<file path="src/rtl/fu0_writeback_pkg.sv">
// fu0_writeback_pkg: shared FU packet sizes, field offsets, packet struct and branch-mask helpers
package fu0_writeback_pkg;
  localparam int CHECKPOINTS = 4;
  localparam int CHECKPOINTS_LOG = 2;
  localparam int EXECUTION_FLAGS = 4;
  localparam int SIZE_PHYSICAL_LOG = 7;
  localparam int SIZE_ACTIVELIST_LOG = 6;
  localparam int SIZE_DATA = 32;
  localparam int SIZE_ISSUEQ_LOG = 5;
  localparam int SIZE_LSQ_LOG = 5;
  localparam int SIZE_CTI_LOG = 4;
  localparam int SIZE_PC = 32;
  localparam int FU_PKT_BRDIR_LSB = 0;
  localparam int FU_PKT_TARADDR_LSB = FU_PKT_BRDIR_LSB + 1;
  localparam int FU_PKT_CTIQ_LSB = FU_PKT_TARADDR_LSB + SIZE_PC;
  localparam int FU_PKT_SMTID_LSB = FU_PKT_CTIQ_LSB + SIZE_CTI_LOG;
  localparam int FU_PKT_LSQID_LSB = FU_PKT_SMTID_LSB + CHECKPOINTS_LOG;
  localparam int FU_PKT_IQENTRY_LSB = FU_PKT_LSQID_LSB + SIZE_LSQ_LOG;
  localparam int FU_PKT_RESULT_LSB = FU_PKT_IQENTRY_LSB + SIZE_ISSUEQ_LOG;
  localparam int FU_PKT_ALID_LSB = FU_PKT_RESULT_LSB + SIZE_DATA;
  localparam int FU_PKT_DEST_LSB = FU_PKT_ALID_LSB + SIZE_ACTIVELIST_LOG;
  localparam int FU_PKT_FLAGS_LSB = FU_PKT_DEST_LSB + SIZE_PHYSICAL_LOG;
  localparam int FU_PKT_MASK_LSB = FU_PKT_FLAGS_LSB + EXECUTION_FLAGS;
  localparam int FU_PKT_WIDTH = FU_PKT_MASK_LSB + CHECKPOINTS;
  typedef struct packed {
    logic [CHECKPOINTS-1:0] branchMask;
    logic [EXECUTION_FLAGS-1:0] flags;
    logic [SIZE_PHYSICAL_LOG-1:0] destReg;
    logic [SIZE_ACTIVELIST_LOG-1:0] ALid;
    logic [SIZE_DATA-1:0] result;
    logic [SIZE_ISSUEQ_LOG-1:0] IQentry;
    logic [SIZE_LSQ_LOG-1:0] LSQid;
    logic [CHECKPOINTS_LOG-1:0] SMTid;
    logic [SIZE_CTI_LOG-1:0] ctiqTag;
    logic [SIZE_PC-1:0] tarAddr;
    logic brDir;
  } fuPkt_t;
  function automatic logic killHit(logic [CHECKPOINTS-1:0] m, logic ver, logic misp, logic [CHECKPOINTS_LOG-1:0] id);
    return ver & misp & m[id];
  endfunction
  function automatic logic [CHECKPOINTS-1:0] clrMask(logic ver, logic misp, logic [CHECKPOINTS_LOG-1:0] id);
    return (ver & ~misp) ? ~(CHECKPOINTS'(1) << id) : '1;
  endfunction
endpackage

</file>
<file path="src/rtl/fu0_writeback_if.sv">
// fu0_writeback_if: FU0 packet in, branch resolve in, PRF write/bypass out, completion handshake out
interface fu0_writeback_if;
  import fu0_writeback_pkg::*;
  logic [FU_PKT_WIDTH-1:0] fuPacket_i;
  logic fuValid_i;
  logic ctrlVerified_i;
  logic ctrlMispredict_i;
  logic [CHECKPOINTS_LOG-1:0] ctrlSMTid_i;
  logic cmplReady_i;
  logic rfWrEn_o;
  logic [SIZE_PHYSICAL_LOG-1:0] rfWrAddr_o;
  logic [SIZE_DATA-1:0] rfWrData_o;
  logic bypassValid_o;
  logic [SIZE_PHYSICAL_LOG-1:0] bypassTag_o;
  logic [SIZE_DATA-1:0] bypassData_o;
  logic cmplValid_o;
  logic [SIZE_ACTIVELIST_LOG-1:0] cmplALid_o;
  logic [EXECUTION_FLAGS-1:0] cmplFlags_o;
  logic fuReady_o;
  logic overflow_o;
  modport master (
    output fuPacket_i, fuValid_i, ctrlVerified_i, ctrlMispredict_i, ctrlSMTid_i, cmplReady_i,
    input rfWrEn_o, rfWrAddr_o, rfWrData_o, bypassValid_o, bypassTag_o, bypassData_o,
    input cmplValid_o, cmplALid_o, cmplFlags_o, fuReady_o, overflow_o
  );
  modport slave (
    input fuPacket_i, fuValid_i, ctrlVerified_i, ctrlMispredict_i, ctrlSMTid_i, cmplReady_i,
    output rfWrEn_o, rfWrAddr_o, rfWrData_o, bypassValid_o, bypassTag_o, bypassData_o,
    output cmplValid_o, cmplALid_o, cmplFlags_o, fuReady_o, overflow_o
  );
endinterface

</file>
<file path="src/rtl/fu_cmpl_queue.sv">
// fu_cmpl_queue: circular completion queue (push/pop/count/overflow) with per-entry branch-mask clear and kill; dead heads drain one per cycle
module fu_cmpl_queue #(
  parameter int DEPTH = 4,
  parameter int LOG = 2,
  parameter int MASK_W = 4,
  parameter int ID_W = 2,
  parameter int DATA_W = 10
) (
  input  logic              clk,
  input  logic              reset,
  input  logic              pushEn,
  input  logic [MASK_W-1:0] pushMask,
  input  logic [DATA_W-1:0] pushData,
  input  logic              verified,
  input  logic              mispredict,
  input  logic [ID_W-1:0]   brId,
  input  logic              popReady,
  output logic              headValid,
  output logic [DATA_W-1:0] headData,
  output logic [LOG:0]      count,
  output logic              overflow
);
  logic [DEPTH-1:0] live;
  logic [MASK_W-1:0] mask [DEPTH];
  logic [DATA_W-1:0] data [DEPTH];
  logic [LOG-1:0] head, tail;
  logic [MASK_W-1:0] keepMask;
  logic pop, full, doPush;
  assign keepMask = (verified & ~mispredict) ? ~(MASK_W'(1) << brId) : '1;
  assign headValid = (count != '0) & live[head];
  assign headData = headValid ? data[head] : '0;
  assign pop = (count != '0) & (~live[head] | popReady);
  assign full = count == (LOG+1)'(DEPTH);
  assign doPush = pushEn & (~full | pop);
  always_ff @(posedge clk) begin
    if (reset) begin
      head <= '0;
      tail <= '0;
      count <= '0;
      overflow <= 1'b0;
      live <= '0;
    end else begin
      for (int i = 0; i < DEPTH; i++) begin
        mask[i] <= mask[i] & keepMask;
        if (verified & mispredict & mask[i][brId]) live[i] <= 1'b0;
      end
      if (pop) begin
        head <= head + 1'b1;
        live[head] <= 1'b0;
      end
      // push comes last so a full queue popping and pushing into the same slot keeps the new entry
      if (doPush) begin
        tail <= tail + 1'b1;
        live[tail] <= 1'b1;
        mask[tail] <= pushMask & keepMask;
        data[tail] <= pushData;
      end
      count <= count + (LOG+1)'(doPush) - (LOG+1)'(pop);
      if (pushEn & full & ~pop) overflow <= 1'b1;
    end
  end
endmodule

</file>
<file path="src/rtl/fu0_writeback.sv">
// fu0_writeback: latches FU0 result one cycle onto PRF write/bypass, queues completion records to the active list, applies branch squash/clear
module fu0_writeback
  import fu0_writeback_pkg::*;
#(
  parameter int CQ_DEPTH = 4,
  parameter int CQ_LOG = 2
) (
  input logic clk,
  input logic reset,
  fu0_writeback_if.slave bus
);
  logic [CHECKPOINTS-1:0] pktMask, wMask;
  logic [SIZE_PHYSICAL_LOG-1:0] wDest;
  logic [SIZE_DATA-1:0] wResult;
  logic [EXECUTION_FLAGS+SIZE_ACTIVELIST_LOG-1:0] headData;
  logic [CQ_LOG:0] count;
  logic wValid, accept, unusedPktBits;
  assign pktMask = bus.fuPacket_i[FU_PKT_MASK_LSB +: CHECKPOINTS];
  assign accept = bus.fuValid_i & ~killHit(pktMask, bus.ctrlVerified_i, bus.ctrlMispredict_i, bus.ctrlSMTid_i);
  assign unusedPktBits = ^bus.fuPacket_i[FU_PKT_RESULT_LSB-1:0];
  always_ff @(posedge clk) begin
    if (reset | ~accept) begin
      wValid <= 1'b0;
      wDest <= '0;
      wResult <= '0;
      wMask <= '0;
    end else begin
      wValid <= 1'b1;
      wDest <= bus.fuPacket_i[FU_PKT_DEST_LSB +: SIZE_PHYSICAL_LOG];
      wResult <= bus.fuPacket_i[FU_PKT_RESULT_LSB +: SIZE_DATA];
      wMask <= pktMask & clrMask(bus.ctrlVerified_i, bus.ctrlMispredict_i, bus.ctrlSMTid_i);
    end
  end
  // a mispredict resolving during the W cycle suppresses the write combinationally
  assign bus.rfWrEn_o = wValid & ~killHit(wMask, bus.ctrlVerified_i, bus.ctrlMispredict_i, bus.ctrlSMTid_i);
  assign bus.bypassValid_o = bus.rfWrEn_o;
  assign bus.rfWrAddr_o = wDest;
  assign bus.bypassTag_o = wDest;
  assign bus.rfWrData_o = wResult;
  assign bus.bypassData_o = wResult;
  fu_cmpl_queue #(
    .DEPTH(CQ_DEPTH),
    .LOG(CQ_LOG),
    .MASK_W(CHECKPOINTS),
    .ID_W(CHECKPOINTS_LOG),
    .DATA_W(EXECUTION_FLAGS + SIZE_ACTIVELIST_LOG)
  ) cq (
    .clk(clk),
    .reset(reset),
    .pushEn(accept),
    .pushMask(pktMask),
    .pushData({bus.fuPacket_i[FU_PKT_FLAGS_LSB +: EXECUTION_FLAGS], bus.fuPacket_i[FU_PKT_ALID_LSB +: SIZE_ACTIVELIST_LOG]}),
    .verified(bus.ctrlVerified_i),
    .mispredict(bus.ctrlMispredict_i),
    .brId(bus.ctrlSMTid_i),
    .popReady(bus.cmplReady_i),
    .headValid(bus.cmplValid_o),
    .headData(headData),
    .count(count),
    .overflow(bus.overflow_o)
  );
  assign bus.cmplALid_o = headData[SIZE_ACTIVELIST_LOG-1:0];
  assign bus.cmplFlags_o = headData[SIZE_ACTIVELIST_LOG +: EXECUTION_FLAGS];
  // two free slots cover the packet already in flight from issue
  assign bus.fuReady_o = count <= (CQ_LOG+1)'(CQ_DEPTH - 2);
endmodule

</file>
<file path="src/flat_wrapper.sv">
// flat-port wrapper written by rule: the top's interface ports become plain ports
module fu0_writeback_flat import fu0_writeback_pkg::*;
#(
  parameter int CQ_DEPTH = 4,
  parameter int CQ_LOG = 2
)
  (clk, reset, bus_fuPacket_i, bus_fuValid_i, bus_ctrlVerified_i, bus_ctrlMispredict_i, bus_ctrlSMTid_i, bus_cmplReady_i, bus_rfWrEn_o, bus_rfWrAddr_o, bus_rfWrData_o, bus_bypassValid_o, bus_bypassTag_o, bus_bypassData_o, bus_cmplValid_o, bus_cmplALid_o, bus_cmplFlags_o, bus_fuReady_o, bus_overflow_o);
  fu0_writeback_if bus_i ();
  input logic clk;
  input logic reset;
  input wire logic [$bits(bus_i.fuPacket_i)-1:0] bus_fuPacket_i;
  input wire logic [$bits(bus_i.fuValid_i)-1:0] bus_fuValid_i;
  input wire logic [$bits(bus_i.ctrlVerified_i)-1:0] bus_ctrlVerified_i;
  input wire logic [$bits(bus_i.ctrlMispredict_i)-1:0] bus_ctrlMispredict_i;
  input wire logic [$bits(bus_i.ctrlSMTid_i)-1:0] bus_ctrlSMTid_i;
  input wire logic [$bits(bus_i.cmplReady_i)-1:0] bus_cmplReady_i;
  output wire logic [$bits(bus_i.rfWrEn_o)-1:0] bus_rfWrEn_o;
  output wire logic [$bits(bus_i.rfWrAddr_o)-1:0] bus_rfWrAddr_o;
  output wire logic [$bits(bus_i.rfWrData_o)-1:0] bus_rfWrData_o;
  output wire logic [$bits(bus_i.bypassValid_o)-1:0] bus_bypassValid_o;
  output wire logic [$bits(bus_i.bypassTag_o)-1:0] bus_bypassTag_o;
  output wire logic [$bits(bus_i.bypassData_o)-1:0] bus_bypassData_o;
  output wire logic [$bits(bus_i.cmplValid_o)-1:0] bus_cmplValid_o;
  output wire logic [$bits(bus_i.cmplALid_o)-1:0] bus_cmplALid_o;
  output wire logic [$bits(bus_i.cmplFlags_o)-1:0] bus_cmplFlags_o;
  output wire logic [$bits(bus_i.fuReady_o)-1:0] bus_fuReady_o;
  output wire logic [$bits(bus_i.overflow_o)-1:0] bus_overflow_o;
  assign bus_i.fuPacket_i = bus_fuPacket_i;
  assign bus_i.fuValid_i = bus_fuValid_i;
  assign bus_i.ctrlVerified_i = bus_ctrlVerified_i;
  assign bus_i.ctrlMispredict_i = bus_ctrlMispredict_i;
  assign bus_i.ctrlSMTid_i = bus_ctrlSMTid_i;
  assign bus_i.cmplReady_i = bus_cmplReady_i;
  assign bus_rfWrEn_o = bus_i.rfWrEn_o;
  assign bus_rfWrAddr_o = bus_i.rfWrAddr_o;
  assign bus_rfWrData_o = bus_i.rfWrData_o;
  assign bus_bypassValid_o = bus_i.bypassValid_o;
  assign bus_bypassTag_o = bus_i.bypassTag_o;
  assign bus_bypassData_o = bus_i.bypassData_o;
  assign bus_cmplValid_o = bus_i.cmplValid_o;
  assign bus_cmplALid_o = bus_i.cmplALid_o;
  assign bus_cmplFlags_o = bus_i.cmplFlags_o;
  assign bus_fuReady_o = bus_i.fuReady_o;
  assign bus_overflow_o = bus_i.overflow_o;
  fu0_writeback #(.CQ_DEPTH(CQ_DEPTH), .CQ_LOG(CQ_LOG)) u_core (.clk(clk), .reset(reset), .bus(bus_i));
endmodule
</file>
<file path="config.mk">
export PLATFORM = sky130hd
export DESIGN_NAME = fu0_writeback_flat
export DESIGN_NICKNAME = d
export VERILOG_FILES = /design/src/rtl/fu0_writeback_pkg.sv /design/src/rtl/fu0_writeback_if.sv /design/src/rtl/fu_cmpl_queue.sv /design/src/rtl/fu0_writeback.sv /design/src/flat_wrapper.sv
export SDC_FILE = /design/constraint.sdc
export NUM_CORES = 1
export LEC_CHECK = 0
export CAP_MARGIN = 40
export CORE_UTILIZATION = 46
export CTS_CLUSTER_SIZE = 28
export DETAILED_ROUTE_END_ITERATION = 7
export PLACE_DENSITY = 0.95
export SYNTH_ARGS = -nofsm -noshare
export SYNTH_HDL_FRONTEND = slang
export SYNTH_SLANG_ARGS = --single-unit
</file>
<file path="constraint.sdc">
create_clock -name clk -period 4.45 [get_ports clk]
set_clock_uncertainty 0.05 [all_clocks]
set_input_delay 0.89 -clock clk [delete_from_list [all_inputs] [get_ports clk]]
set_output_delay 0.89 -clock clk [all_outputs]
set_load 0.05 [all_outputs]
</file>
# Word level (Yosys, flattened, before mapping)
# Memories as Yosys holds them, arrays and structs flattened. A register that Yosys moved wholly into a read port is not among the register bits.
# Index checks and enable logic that the tools add are counted.
[op_classes] n_addsub=4 n_mux=38 shifts=1 n_lt_le_gt_ge=6 n_reduce_logical=3 eq_ne=1 bitwise=34
[op_table] operator="$and A4 B4 Y4" n=6
[op_table] operator="$mux W1" n=22
[op_table] operator="$mux W4" n=4
[op_table] operator="$and A1 B1 Y1" n=15
[op_table] operator="$bmux W1 S2" n=7
[op_table] operator="$mux W10" n=1
[op_table] operator="$lt A2 B3 Y1 const B" n=3
[op_table] operator="$not A4 Y4" n=2
[op_table] operator="$not A1 Y1" n=7
[op_table] operator="$add A2 B1 Y2 const B" n=2
[op_table] operator="$demux W1 S2" n=2
[op_table] operator="$ge A2 B1 Y1 const B" n=2
[op_table] operator="$mux W2" n=2
[op_table] operator="$or A4 B4 Y4" n=1
[op_table] operator="$shl A1 B2 Y4 const A" n=1
[op_table] operator="$add A3 B1 Y3" n=1
[op_table] operator="$eq A3 B3 Y1 const B" n=1
[op_table] operator="$le A3 B2 Y1 const B" n=1
[op_table] operator="$or A1 B1 Y1" n=3
[op_table] operator="$reduce_bool A3 Y1" n=1
[op_table] operator="$sub A3 B1 Y3" n=1
[op_table] operator="$logic_and A1 B1 Y1" n=2
[word_totals] register_bits=56 in_bits=110 ram_bits=56 out_inout_bits=93 mem_count=2
[memory_table] memory="u_core.cq.data" depth=4 width=10 rd=1 rd_ports_with_merged_regs=1 wr=1 line="fu_cmpl_queue.sv:25" source="logic [DATA_W-1:0] data [DEPTH];"
[memory_table] memory="u_core.cq.mask" depth=4 width=4 rd=4 rd_ports_with_merged_regs=0 wr=5 line="fu_cmpl_queue.sv:24" source="logic [MASK_W-1:0] mask [DEPTH];"

# Depth between registers and ports, before layout
# Gate-level depths: netlist (run 1).
[logic_depth] ltp_word=10 ltp_mapped=12 mapped_depth_nobuf=11

# By module
# Synthesis (run 1) repeated with hierarchy kept, for this count alone.
[hier_totals] cells_unflattened=363 hier_area_um2=4893.4
[modules_own_cells] module="fu_cmpl_queue" area_each_um2=3243.1 cells_per_inst=221 n_inst=1
[modules_own_cells] module="fu0_writeback" area_each_um2=1650.3 cells_per_inst=142 n_inst=1

# Least setup slack after synthesis (run 1)
# Ideal clock, no wire load.
[synth_timing] path_type="input to output" startpoint="in bus_ctrlSMTid_i[0]" endpoint="out bus_rfWrEn_o" arrival_ps=3199 setup_slack_ps=311 path_buffers=2 stages=4 cell_sequence="buf_2 -> mux4_2 -> a21boi_0 -> buf_4"
[synth_via] elab_chain_cells=5
[synth_rtl] element="from (decl)" line="flat_wrapper.sv:15" source="input wire logic [$bits(bus_i.ctrlSMTid_i)-1:0] bus_ctrlSMTid_i;"
[synth_rtl] element="$bmux W1 S2" line="fu0_writeback_pkg.sv:39" source="return ver & misp & m[id];"
[synth_rtl] element="$mux W1 (implied by the code)" line="fu0_writeback_pkg.sv:39"
[synth_rtl] element="$and A1 B1 Y1" line="fu0_writeback_pkg.sv:39"
[synth_rtl] element="$not A1 Y1" line="fu0_writeback.sv:35" source="assign bus.rfWrEn_o = wValid & ~killHit(wMask, bus.ctrlVerified_i, bus.ctrlMispredict_i, bus.ctrlSMTid_i);"
[synth_rtl] element="$and A1 B1 Y1" line="fu0_writeback.sv:35"
[synth_rtl] element="to (decl)" line="flat_wrapper.sv:17" source="output wire logic [$bits(bus_i.rfWrEn_o)-1:0] bus_rfWrEn_o;"
# Every way passes these cells. The select of a mux whose other input is x is not followed.

# Worst setup path in the final report (run 1)
[layout_timing] startpoint="reg u_core.cq.head[0]" endpoint="out bus_cmplALid_o[2]"
[layout_via] elab_chain_cells=4
[layout_rtl] element="from (decl)" line="fu_cmpl_queue.sv:26" source="logic [LOG-1:0] head, tail;"
[layout_rtl] element="from (signal assigned)" line="fu_cmpl_queue.sv:48" source="head <= head + 1'b1;"
[layout_rtl] element="$bmux W1 S2" line="fu_cmpl_queue.sv:30" source="assign headValid = (count != '0) & live[head];"
[layout_rtl] element="$mux W1 (implied by the code)" line="fu_cmpl_queue.sv:30"
[layout_rtl] element="$and A1 B1 Y1" line="fu_cmpl_queue.sv:30"
[layout_rtl] element="$mux W10" line="fu_cmpl_queue.sv:31" source="assign headData = headValid ? data[head] : '0;"
[layout_rtl] element="to (decl)" line="flat_wrapper.sv:24" source="output wire logic [$bits(bus_i.cmplALid_o)-1:0] bus_cmplALid_o;"
# Every way passes these cells. The select of a mux whose other input is x is not followed.

==> flow_metrics.tcl, run 1 <==
set metrics [dict create \
    outcome "finished, final reports clean" \
    crit_arrival_ps 2900 \
    setup_ws_ps 612.7 \
    antenna_found_initial 0 \
    hold_path_class "reg -> reg" \
    routed_via_density 5.022 \
    async_flop_share_pct 0 \
    cp-start-kind "flip-flop" \
    post_cts_resized 0 \
    synth_top_area_share_pct 34.77 \
    worstPathRequired_ps 3510 \
    fp.dieW_um 104.5 \
    crit_fanout 11 \
    clkSinkCount 114 \
    fmax_ghz 0.2606 \
    p_per_area_nw_per_um2 493.9 \
    drtPass1Iterations 7 \
    ys_seq_elements 114 \
    final_max_slew_viol_count 0 \
    gp_congestion 0.8182 \
    ios 203 \
    period_minus_slack_ps 3837 \
    syn_nets 483 \
    ys_seq_area_share_pct 58.78 \
    syn_inst 361 \
    cp_cell_sequence "mux2_2 -> nor2_1 -> or3_1 -> nor2b_1 -> clkdlybuf4s50_1" \
    dp_cells 605 \
    grt_pass1_wl_mm 16.64 \
    maxSlewHeadroom_pct 48.56 \
    grt_overflow_total 0 \
    clk-insertion-delay-late_ps 510 \
    ys_types 40 \
    cp.buffers_inverters 1 \
    stdcell_count 637 \
    crit_slowest_cell "clkdlybuf4s50_1" \
    n_antenna_cell 0 \
    nets 610 \
    coreArea_um2 10280 \
    postCtsSetupBuffers 0 \
    place_ws_ps 647.5 \
    port_buffers 153 \
    numCtsBuffers 17 \
    synth.most_common_cell "dfxtp_1" \
    wl_mm 10.44 \
    endpoint_kind "output pin" \
    gr-usage-all-layers_pct 20.11 \
    cts.path.max_buffers 2 \
    drc 0 \
    drive_above_1_share_pct 12.97 \
    drt_iter0_drc 155 \
    grt_max_degree 42 \
    cts_tree "done" \
    critPathTopFamily "buffers and inverters" \
    detail-route-antenna-nets 0 \
    leakagePower_uw 0.002507 \
    syn_area_um2 4836 \
    finalHoldViolCount 0 \
    dieArea_um2 10930 \
    setup_viol 0 \
    dp_hpwl_mm 7.139 \
    area_delta_synth_final_pct 39.87 \
    root_buffer "clkbuf_8" \
    yosysWarnings 0 \
    fin_total_pwr_uw 3340 \
    crit_type "reg -> out" \
    yosysTopAreaCell "edfxtp_1" \
    first_global_vias 3383 \
    fin_setup_tns_ps 0 \
    rsz0062_at_grt "no" \
    slowest_delay_ps 830 \
    min_period_over_period_pct 86.23 \
    vias 3199 \
    ir_drop_v 0.0002344 \
    worst_pin_slew_ps 767.4 \
    avgSynthCellArea_um2 13.40 \
    maxCapViolations 0 \
    postCtsHoldBufs 0 \
    start_util_pct 47.05 \
    synth_area_leaders "edfxtp_1, dfxtp_1, mux4_2" \
    synth_flop_cell "dfxtp_1" \
    synth_edf_count 56 \
    routedWlPerCell_um 16.38 \
    synthTopCellsByCount "dfxtp_1, edfxtp_1, and2_1, buf_4, nand2_1" \
    die_h_um 104.5 \
    clk_pin_slew_ps 50 \
    htree_num_levels 4 \
    rows 37 \
]
registers in the layout (all words and copies together) (netlist names), 3 cells and up, named ones only:
name and flops:
u_core.cq.data 40, u_core.cq.live 4, u_core.cq.count 3, u_core.cq.mask 16
u_core.bus.bypassData_o 32, u_core.wMask 4, u_core.bus.bypassTag_o 7
final cells by class:
| type | instances | area, µm² |
|---|---|---|
| sequential | 114 | 2843 |
| multi-input combinational | 176 | 1558 |
| fill | 736 | 3513 |
| clock inverter | 12 | 117.6 |
| timing repair buffer | 160 | 1579 |
| clock buffer | 20 | 425.4 |
| inverter | 19 | 71.32 |
| tap | 136 | 170.2 |
routing by layer:
metal  wire [µm]  GRT usage, %
met1        3936         21.51
met2        5507         36.38
met3         796         5.864
met4         195         9.184
met5           0             0
cell usage in the layout, fill, tap and decap left out, types with 9 or more instances in the layout:
master             n
mux2i_1           19
nor2b_1           12
and2_1            40
clkdlybuf4s50_1  151
mux4_2            15
nor2_1            14
nand2_1           32
buf_4              9
inv_1             17
dfxtp_1           58
ha_1              11
clkbuf_16         16
edfxtp_1          56
where the power goes:
group | total [µW] | leakage, µW | internal, µW | switching [µW]
Sequential | 1260 | 0.000997 | 1180 | 84.1
Combinational | 836 | 0.00125 | 353 | 483
Clock | 1240 | 0.000257 | 786 | 455
Total | 3340 | 0.00251 | 2320 | 1020
final timing paths:
| check | from | to | slack, ps | cells after the start |
|---|---|---|---|---|
| setup / recovery | u_core.cq.head[0]$_SDFFE_PP0P_ | bus_cmplALid_o[2] | 610 | 5 |
| hold / removal | u_core.cq.overflow$_SDFFE_PP0P_ | u_core.cq.overflow$_SDFFE_PP0P_ | 430 | 1 |
| setup reg to reg | u_core.cq.head[0]$_SDFFE_PP0P_ | u_core.cq.count[2]$_SDFF_PP0_ | 1490 | 11 |
| hold reg to reg | u_core.cq.overflow$_SDFFE_PP0P_ | u_core.cq.overflow$_SDFFE_PP0P_ | 430 | 1 |
per-stage QoR:
stage / hold WS, ps / utilization, % / instance area, µm²
floorplan: 417.7 / - / 4836
global placement: 408.3 / 60.53 / 6221
detailed placement: 423.7 / 60.53 / 6221
CTS: 442.0 / 65.81 / 6764
global route: 467.7 / 65.81 / 6764
finish: 433.9 / 65.81 / 6764
kinds of logic (layout without fill, tap and decap cells):
family / count (synthesis) / in the layout / share of synthesized area [%]
compound gates: 17 / 17 / 5.071
simple gates: 108 / 108 / 11.82
buf+inv: 71 / 211 / 9.004
flops: 114 / 114 / 58.78
mux: 37 / 37 / 11.69
xor+xnor: 2 / 2 / 0.3623
fa+ha+maj: 12 / 12 / 3.260
No activity file was read; power rests on OpenSTA's default activity.
==> run 2: changes to the inputs <==
==> constraint.sdc (replaced) <==
create_clock -name clk -period 4.45 [get_ports clk]
set_clock_uncertainty 0.05 [all_clocks]
set_input_delay 1.1125 -clock clk [delete_from_list [all_inputs] [get_ports clk]]
set_output_delay 1.1125 -clock clk [all_outputs]
set_load 0.05 [all_outputs]
==> run 2 against run 1 <==
  * Clock-buffer cell count is 6 higher
  * Global-route usage down 0.62 points
  * Via count down 1.5%
  * Final cell count up 0.16%
  * Sequential power is essentially flat
  * First-iteration DRC count decreased by 17%
  * Total power rose by 2.1%
  * Non-clock buffer count increased by 1
  * Worst hold slack worse by 1.8 ps
  * Largest cell class unchanged
==> flow_metrics.tcl, run 2 (same netlist as run 1, synthesis figures left out) <==
set metrics [dict create \
    outcome "finished, final reports clean" \
    finalHoldViolCount 0 \
    numCtsBuffers 17 \
    endpoint_kind "output pin" \
    cts_tree "done" \
    crit_arrival_ps 2800 \
    cts.path.max_buffers 2 \
    period_minus_slack_ps 3961 \
    final_cell_mix "clkdlybuf4s50_1, dfxtp_1, edfxtp_1" \
    final_max_slew_viol_count 0 \
    largest_register_ffs 40 \
    port_buffers 153 \
    clk_pin_slew_ps 50 \
    fp.dieW_um 104.5 \
    n_antenna_cell 0 \
    crit_fanout 11 \
    cp-start-kind "flip-flop" \
    holdPathStages 1 \
    routedWlPerCell_um 15.93 \
    gp_congestion 0.8041 \
    drive_above_1_share_pct 13.55 \
    min_period_over_period_pct 89.00 \
    postCtsHoldBufs 0 \
    fillCellCount 712 \
    nets 611 \
    dp_hpwl_mm 7.229 \
    ir_drop_v 0.0002423 \
    wl_met2_mm 5.387 \
    rows 37 \
    ff2ff_path_depth 11 \
    fmax_ghz 0.2525 \
    p_per_area_nw_per_um2 497.7 \
    crit_type "reg -> out" \
    vias 3151 \
    whs_endpoint "u_core.cq.overflow$_SDFFE_PP0P_" \
    drc 0 \
    grt_overflow_total 0 \
    drtPass1Iterations 7 \
    worstPathRequired_ps 3290 \
    maxCapViolations 0 \
    dr.max_layer_used "met4" \
    hold_path_class "reg -> reg" \
    maxSlewHeadroom_pct 48.30 \
    root_buffer "clkbuf_8" \
    area_delta_synth_final_pct 41.66 \
    leakagePower_uw 0.002553 \
    hold_ws_ps 432.1 \
    routed_via_density 4.939 \
    top_register "u_core.cq.data" \
    postLayoutCoreUtil_pct 66.65 \
    drt-met1-wl_mm 3.692 \
    drt_iter0_drc 128 \
    ios 203 \
    antenna_found_initial 0 \
    first_global_vias 3395 \
    postCtsSetupBuffers 0 \
    wl_met3_um 831 \
    grt_pass1_wl_mm 15.99 \
    grt_max_degree 42 \
    worst_pin_slew_ps 771.3 \
    worstHoldStart "u_core.cq.overflow$_SDFFE_PP0P_" \
    reg2reg_setup_slack_ps 1470 \
    final_common_cell "clkdlybuf4s50_1" \
    post_cts_resized 0 \
    fin_area_um2 6850 \
    coreArea_um2 10280 \
    dieArea_um2 10930 \
    gr-usage-all-layers_pct 19.49 \
    detail-route-antenna-nets 0 \
    clkSinkCount 114 \
    rsz0062_at_grt "no" \
    place_area_um2 6254 \
    r2r_end "u_core.cq.count[2]$_SDFF_PP0_" \
    fin_setup_tns_ps 0 \
    wl_mm 10.16 \
    setup_viol 0 \
    clk-insertion-delay-late_ps 490 \
    start_util_pct 47.05 \
    r2r-start "u_core.cq.head[0]$_SDFFE_PP0P_" \
    die_h_um 104.5 \
    htree_num_levels 4 \
]
run 2: cell count changes in the layout (fill, tap and decap cells not counted), moves of 2 or more:
cell and change:
clkbuf_16 +3, clkbuf_8 +2, buf_12 +2, clkinvlp_4 -2
clkinv_1 -3
run 2: where the power goes:
group	internal (µW)	leakage, µW	switching, µW
combinational	356	0.00127	478
sequential	1180	0.000997	83.1
clock	871	0.000291	441
total	2410	0.00255	1000
run 2: worst max-delay path by stage:
stage / start / to / depth (start not counted)
detailed placement: bus_ctrlSMTid_i[0] / bus_bypassValid_o / 4
global placement: bus_ctrlSMTid_i[0] / bus_rfWrEn_o / 4
global route: u_core.cq.head[0]$_SDFFE_PP0P_ / bus_cmplALid_o[5] / 5
CTS: u_core.cq.head[0]$_SDFFE_PP0P_ / bus_cmplALid_o[5] / 5
floorplan: bus_ctrlSMTid_i[0] / bus_rfWrEn_o / 4
finish: u_core.cq.head[0]$_SDFFE_PP0P_ / bus_cmplALid_o[4] / 5
run 2: layer usage:
layer / vias up / GRT usage, %
met5: - / 0
met4: 0 / 11.33
met3: 24 / 7.299
met2: 151 / 35.00
met1: 1505 / 19.02
li1: 1471 / -
run 2: area by class of cell:
class                           instances  area (µm²)  share of cell area, %
Inverter                               19       71.32                  1.041
Timing Repair Buffer                  161        1612                  23.53
Multi-Input combinational cell        176        1558                  22.74
Sequential cell                       114        2843                  41.50
Tap cell                              136       170.2                  2.484
Clock inverter                          6       65.06                 0.9498
Clock buffer                           26       531.8                  7.763
run 2: critical path, cell delays in order (launching register included):
cell             delay [ps]
dfxtp_1                 490
mux2_2                  260
nor2_1                   40
or3_1                   520
nor2b_1                 180
clkdlybuf4s50_1         810
run 2: stage by stage:
stage	total power, µW	instances	worst slack (ps)
after floorplan	1870	361	293.6
after global placement	2089	606	549.5
after detailed placement	2121	606	506.8
after CTS	3440	638	455.3
after global routing	3555	638	331.9
final	3410	638	489.3
